[config.mk]
export PLATFORM = sky130hd
export DESIGN_NAME = rtc_init_sequencer
export DESIGN_NICKNAME = d
export VERILOG_FILES = /design/src/rtl/rtc_init_sequencer.sv
export SDC_FILE = /design/constraint.sdc
export NUM_CORES = 1
export LEC_CHECK = 0
export BUFFER_PORTS_ARGS = -buffer_cell sky130_fd_sc_hd__buf_4
export CORE_MARGIN = 2
export CORE_UTILIZATION = 55
export CTS_CLUSTER_SIZE = 12
export DETAILED_ROUTE_END_ITERATION = 12
export PLACE_DENSITY = 0.73
export REMOVE_ABC_BUFFERS = 1
export SLEW_MARGIN = 20
export SYNTH_ARGS = -nofsm -noshare
export SYNTH_HDL_FRONTEND = slang
export SYNTH_SLANG_ARGS = --single-unit
[constraint.sdc]
create_clock -name clk_i -period 2.2 [get_ports clk_i]
set_input_delay 0.11 -clock clk_i [delete_from_list [all_inputs] [get_ports clk_i]]
set_output_delay 0.11 -clock clk_i [all_outputs]
set_load 0.01 [all_outputs]
[src/rtl/rtc_init_sequencer.sv]
// rtc_init_sequencer: plays back the constant RTC initialisation table one
// entry at a time on a valid/ready handshake. Playback stops at the
// terminator byte (never presented) or when the index reaches DEPTH.
module rtc_init_sequencer #(
  parameter int                DATA_W     = 8,
  parameter int                ADDR_W     = 4,
  parameter int                DEPTH      = 10,
  parameter logic [DATA_W-1:0] TERMINATOR = DATA_W'(8'hFF),
  parameter int                GAP_CYCLES = 0
) (
  input  logic              clk_i,
  input  logic              reset_i,
  input  logic              start_i,
  input  logic              abort_i,
  input  logic              data_ready_i,
  output logic [DATA_W-1:0] data_out_o,
  output logic [ADDR_W-1:0] index_out_o,
  output logic              data_valid_o,
  output logic              busy_o,
  output logic              done_o
);

  typedef enum logic [2:0] {S_IDLE, S_FETCH, S_PRESENT, S_GAP, S_DONE} state_t;

  state_t            state_q;
  // One extra bit so idx == DEPTH is representable when DEPTH == 2**ADDR_W.
  logic [ADDR_W:0]   idx_q;
  logic [7:0]        gap_q;
  logic [DATA_W-1:0] data_q;
  logic [ADDR_W-1:0] index_q;
  logic              valid_q;
  logic              busy_q;
  logic              done_q;
  logic [DATA_W-1:0] rom_d;

  // Constant table; anything past the populated entries reads as FF.
  function automatic logic [DATA_W-1:0] rom(input logic [ADDR_W:0] a);
    case (int'(a))
      0, 1, 2, 3, 6, 7, 8: rom = '0;
      4, 5:                rom = DATA_W'(8'h01);
      default:             rom = DATA_W'(8'hFF);
    endcase
  endfunction

  // Table lookup for the current index; captured into data_q in FETCH.
  always_comb rom_d = rom(idx_q);

  // Playback FSM with registered outputs.
  always_ff @(posedge clk_i) begin
    if (reset_i) begin
      state_q <= S_IDLE;
      idx_q   <= '0;
      gap_q   <= '0;
      data_q  <= '0;
      index_q <= '0;
      valid_q <= 1'b0;
      busy_q  <= 1'b0;
      done_q  <= 1'b0;
    end else if (state_q != S_IDLE && abort_i) begin
      // Abort beats a handshake completing in the same cycle.
      state_q <= S_IDLE;
      data_q  <= '0;
      index_q <= '0;
      valid_q <= 1'b0;
      busy_q  <= 1'b0;
      done_q  <= 1'b0;
    end else begin
      case (state_q)
        S_IDLE: begin
          data_q  <= '0;
          index_q <= '0;
          valid_q <= 1'b0;
          done_q  <= 1'b0;
          busy_q  <= 1'b0;
          if (start_i && !abort_i) begin
            idx_q   <= '0;
            busy_q  <= 1'b1;
            state_q <= S_FETCH;
          end
        end
        S_FETCH: begin
          if (idx_q == (ADDR_W+1)'(DEPTH) || rom_d == TERMINATOR) begin
            busy_q  <= 1'b0;
            done_q  <= 1'b1;
            state_q <= S_DONE;
          end else begin
            data_q  <= rom_d;
            index_q <= idx_q[ADDR_W-1:0];
            valid_q <= 1'b1;
            state_q <= S_PRESENT;
          end
        end
        S_PRESENT: begin
          // Entry is held until accepted; idx only advances on acceptance.
          if (data_ready_i) begin
            data_q  <= '0;
            index_q <= '0;
            valid_q <= 1'b0;
            idx_q   <= idx_q + 1'b1;
            if (GAP_CYCLES == 0) begin
              state_q <= S_FETCH;
            end else begin
              gap_q   <= 8'(GAP_CYCLES - 1);
              state_q <= S_GAP;
            end
          end
        end
        S_GAP: begin
          if (gap_q == 8'd0) state_q <= S_FETCH;
          else               gap_q   <= gap_q - 8'd1;
        end
        S_DONE: begin
          done_q  <= 1'b0;
          state_q <= S_IDLE;
        end
        default: state_q <= S_IDLE;
      endcase
    end
  end

  assign data_out_o   = data_q;
  assign index_out_o  = index_q;
  assign data_valid_o = valid_q;
  assign busy_o       = busy_q;
  assign done_o       = done_q;

endmodule

**Word-level counts from Yosys, hierarchy flattened**

Memory sizes are Yosys's and may differ from the RTL's. A register that Yosys moved wholly into a read port is not among the register bits.
Cells that the tools add are included.
Widths: inputs -> output; s select.

- Bits of input ports: 5
- Word-level logic and storage cells: 68
- ROM bits: 128
- Memories kept: 1
- Flip-flop bits (word level): 31

Memories:

| memory | words | width | rd ports | clocked after Yosys merged registers in | wr ports | line | RTL |
|---|---|---|---|---|---|---|---|
| (name not given) | 16 | 8 | 1 | 1 | 0 | 38 | `case (int'(a))` |

- $add $sub $neg: 2
- Equal/unequal tests: 11
- Bitwise operators: 2
- Muxes and demuxes: 25
- Reduce and logical (&&, ||, !) cells: 19

Operators with widths:

| kind | number |
|---|---|
| $mux 8 | 3 |
| $pmux 8 s3 | 1 |
| $mux 4 | 4 |
| $mux 3 | 4 |
| $pmux 3 s4 | 1 |
| $pmux 4 s3 | 1 |
| $mux 5 | 2 |
| $ne 2x2->1 const B | 5 |
| $pmux 5 s2 | 1 |
| $reduce_and 3->1 | 3 |
| $eq 8x8->1 const B | 1 |
| $logic_not 8->1 | 1 |
| $sub 8x1->8 const B | 1 |
| $eq 3x2->1 const B | 2 |
| $reduce_bool 2->1 | 3 |
| $reduce_bool 3->1 | 2 |
| $add 5x1->5 const B | 1 |
| $eq 5x4->1 const B | 1 |
| $mux 1 | 5 |
| $pmux 1 s2 | 2 |
| $reduce_and 2->1 | 2 |
| $reduce_and 4->1 | 1 |
| $reduce_or 2->1 | 2 |
| $eq 3x1->1 const B | 1 |
| 7 further kinds | 9 |

**Logic depth before layout (Yosys ltp)**

- Depth after elaboration: 6
- Mapped depth: 6
- Depth with buffers taken out: 6

**Least setup slack after synthesis**

Ideal clock, no wire load.

- Kind: register to register
- From: reg state_q[2]
- To: reg (tool-made name)
- Arrival time: 1.554 ns
- Library setup time: 0.092 ns
- Clock period less this slack: 1.646 ns
- Slack: 0.554 ns
- Cell stages (with the launch flop): 5
- Buffers on the path: 0
- Required time: 2.108 ns
- Cell sequence: dfxtp_1 or3_4 or4_1 a211o_1 o32ai_1

RTL lines:

| element | line | RTL |
|---|---|---|
| start: declaration | 25 | `state_t state_q;` |
| start signal: assignment | 51 | `state_q <= S_IDLE;` |
| start signal: assignment | 61 | `state_q <= S_IDLE;` |
| start signal: assignment | 78 | `state_q <= S_FETCH;` |

==> reports/metrics.csv <==
stage,metric,value,unit
routing,vias post-DR,1118,
logic_synthesis,"Top FF cell, synth",dfxtp_1,
setup_path,CP Buf/Inv Count,0,
sta,Final setup violation count,0,
sta,worst slew pin tran,0.4081,ns
sta,fin. max-slew vios,0,
routing,initial DRC count,18,
sta,Final Hold Fails,0,
pwr,Peak VDD IR,0.0003246,V
hold_path,Min-Delay Path Class,in2reg,
sta,Setup Skew,0.003982,ns
pwr,total leakage power,0.5855,nW
cts,clk sinks,27,
cts,Resize count post-CTS,0,
pwr,Sw Pwr,0.2190,mW
setup_path,critical path arrival,2.13,ns
setup_path,CP Class,reg2reg,
logic_synthesis,top-area cell type share of the netlist area,0.4011,
final_layout,Filler cells,210,
pwr,Reg power frac,0.621,
sta,post-route minimum period,1.891,ns
setup_path,crit path max fanout,11,
setup_path,critical path's top delay family,simple AND/OR/NAND/NOR gates,
routing,wire per inst,14.63,um
floorplanning,die area,0.002862,mm^2
final_layout,Reg area,540.5,um^2
logic_synthesis,Post-synth EDFFs,0,
cts,total CTS buffers,3,
logic_synthesis,Post-Syn Instances,151,
floorplanning,die height,53.50,um
setup_path,Max stage delay on crit path,0.47,ns
global_routing,total grt overflow,0,
logic_synthesis,Seq cells post-synth,27,
logic_synthesis,yosys warns,0,
pwr,Gate power share,0.118,
sta,RSZ-0062 raised after global routing,no,
logic_synthesis,Synth area leader,dfxtp_1,
run_status,outcome,"finished, final reports clean",
routing,Post-DRT Antenna Nets,0,
floorplanning,IO Count,20,
global_routing,largest net degree at the start of global routing,19,
cts,CTS tree,built,
global_routing,GRT Util Overall,0.2224,
floorplanning,DIE WIDTH,53.50,um
logic_synthesis,ys async rst share,0,
hold_path,hold depth,2,
logic_synthesis,average size of a mapped cell,8.924,um^2
setup_path,Worst Setup End Kind,flip-flop,
sta,setup tns final,0,ns
final_layout,area of the multi-input gates,713.2,um^2
cts,clock transition at the registers of the reported paths,0.14,ns
logic_synthesis,post-synth cell types,46,
floorplanning,Core Footprint,0.002255,mm^2
final_layout,number of diodes,0,
placed_design,port bufs,19,
routing,vias per cell,5.884,
sta,maximum clock rate,0.5287,GHz
global_routing,first-pass GRT wire length,4478,um
run,number of max-cap violations,0,
pwr,Cell Pwr Density,555.8,mW/mm^2
pwr,Switching Share,0.2653,
setup_path,crit start category,flip-flop,
final_layout,Area Growth Syn to Fin,10.21,%
sta,final period utilization,0.8597,
pwr,Clk pwr share,0.261,
cts,post-CTS setup buffer count,0,
setup_path,CP Cell Sequence,"or3_4, or4_1, a211o_1, o32ai_1",
logic_synthesis,ranking of synthesized cells by area,"dfxtp_1, nor2_1, a22o_1",
setup_path,CP max-delay cell,or4_1,
logic_synthesis,Post-Syn Area,0.001348,mm^2
cts,clock root cell,clkbuf_4,
cts,H-tree Lvls,1,
global_routing,antenna violations before repair,0,
placed_design,routability cong.,0.9417,
cts,Skew-Pair Late Insertion Delay,0.33,ns
setup_path,CP required,2.44,ns
setup_path,critical path depth,4,
cts,clk buf depth,2,
global_routing,vias in the first global route,983,
routing,drt pass-1 iters,4,
cts,CTS Hold Bufs,0,
floorplanning,starting density of the core,0.5977,
pwr,Total Power,0.8255,mW
final_layout,layout cells sized above 1,0.1975,
routing,Routed WL,2779,um
logic_synthesis,sequential element share of the synthesized area,0.4011,
pwr,internal power,0.6065,mW
floorplanning,placement row count,17,
final_layout,Layout Nets,171,
sta,Slew headroom,0.7259,
routing,DRC,0,
placed_design,DPL Wire Length,2019,um
setup_path,worst reg-to-reg path cell count,4,
## sequential cells by signal, summed over array words and instances, names as in the netlist, named ones only
signal,count
index_out_o,4
gap_q,8
done_o,1
data_valid_o,1
data_out_o,2
state_q,3
idx_q,5
busy_o,1
## cells by family (layout without fill, tap and decap cells)
kind of cell / count (synthesis) / after routing / synth area share
compound gates: 41 / 41 / 0.2191
fa+ha+maj: 3 / 3 / 0.02786
flops: 27 / 27 / 0.4011
mux: 2 / 2 / 0.01578
buf+inv: 19 / 30 / 0.06964
xor+xnor: 8 / 8 / 0.05200
simple gates: 51 / 51 / 0.2145
## synth_stat cells, drive strengths merged (2+ instances only)
library cell / number
nand2: 4
o2111ai: 3
a211oi: 2
nor2: 16
a21oi: 9
or4: 2
xnor2: 3
o211ai: 2
or3b: 2
nor3: 10
inv: 7
nor2b: 2
clkbuf: 5
nand3: 2
ha: 3
or2: 2
xor2: 5
and2: 2
o21ai: 4
o21a: 2
a21boi: 3
a22o: 6
o31ai: 2
buf: 7
or3: 2
dfxtp: 27
## layout make-up
cell class,count,share of cell area
Clock buffer,3,0.01516
Clock inverter,1,0.003370
Inverter,7,0.01769
Multi-Input combinational cell,105,0.4802
Sequential cell,27,0.3639
Tap cell,28,0.02359
Timing Repair Buffer,19,0.09604
## layer usage
metal	track usage	routed length [um]	vias to the layer above	share of wire
met5	0	0	-	0
met4	0.08974	43	0	0.015
met3	0.02542	125	5	0.045
met2	0.3374	1249	33	0.45
met1	0.3194	1360	517	0.49
li1	-	-	563	-
## path summary, 6_finish.rpt
path / startpoint / to / slack, ns
hold / removal: reset_i / gap_q[1] / 0.08
setup / recovery: state_q[2] / flip-flop / 0.31
setup reg to reg: state_q[2] / flip-flop / 0.31
hold reg to reg: index_out_o[3] / index_out_o[3] / 0.50
## layout by cell type (no fill, tap or decap), types with 2 or more instances in the layout
cell type and count:
dfxtp_1 27, buf_4 19, nor2_1 16, nor3_1 9
a21oi_1 9, inv_1 7, a22o_1 6, xor2_1 5
nand2_1 4, o21ai_0 4, xnor2_1 3, a21boi_0 3
o2111ai_1 3, ha_1 3, clkbuf_4 3, or3b_2 2
o211ai_1 2, o31ai_1 2, nand3_1 2, or4_1 2
and2_1 2, a211oi_1 2, or2_2 2, nor2b_1 2
o21a_1 2
## power by group through the flow
stage	registers (mW)	clock network, mW	logic, mW
2_1_floorplan	0.520	0	0.0642
3_3_place_gp	0.521	0	0.0956
3_5_place_dp	0.522	0	0.0961
4_1_cts	0.512	0.221	0.0970
5_1_grt	0.514	0.238	0.108
6_report	0.512	0.216	0.0974
## worst reg2reg max path, delay by kind of cell, from the launching register on
family	cells	cell delay, ns
simple gates	2	0.90
compound gates	2	0.48
flops	1	0.42
## per-stage QoR
step,setup WS [ns],cell area (um^2),utilization,hold WS (ns),instances
after floorplan,0.4618,1280,-,0.1824,139
after global placement,0.4115,1458,0.6465,0.4306,186
after detailed placement,0.3660,1458,0.6465,0.4387,186
after CTS,0.3179,1485,0.6587,0.07188,190
after global routing,0.2286,1485,0.6587,0.09466,190
final,0.3087,1485,0.6587,0.07992,190
Note: power is estimated with default switching activity, not from simulation.
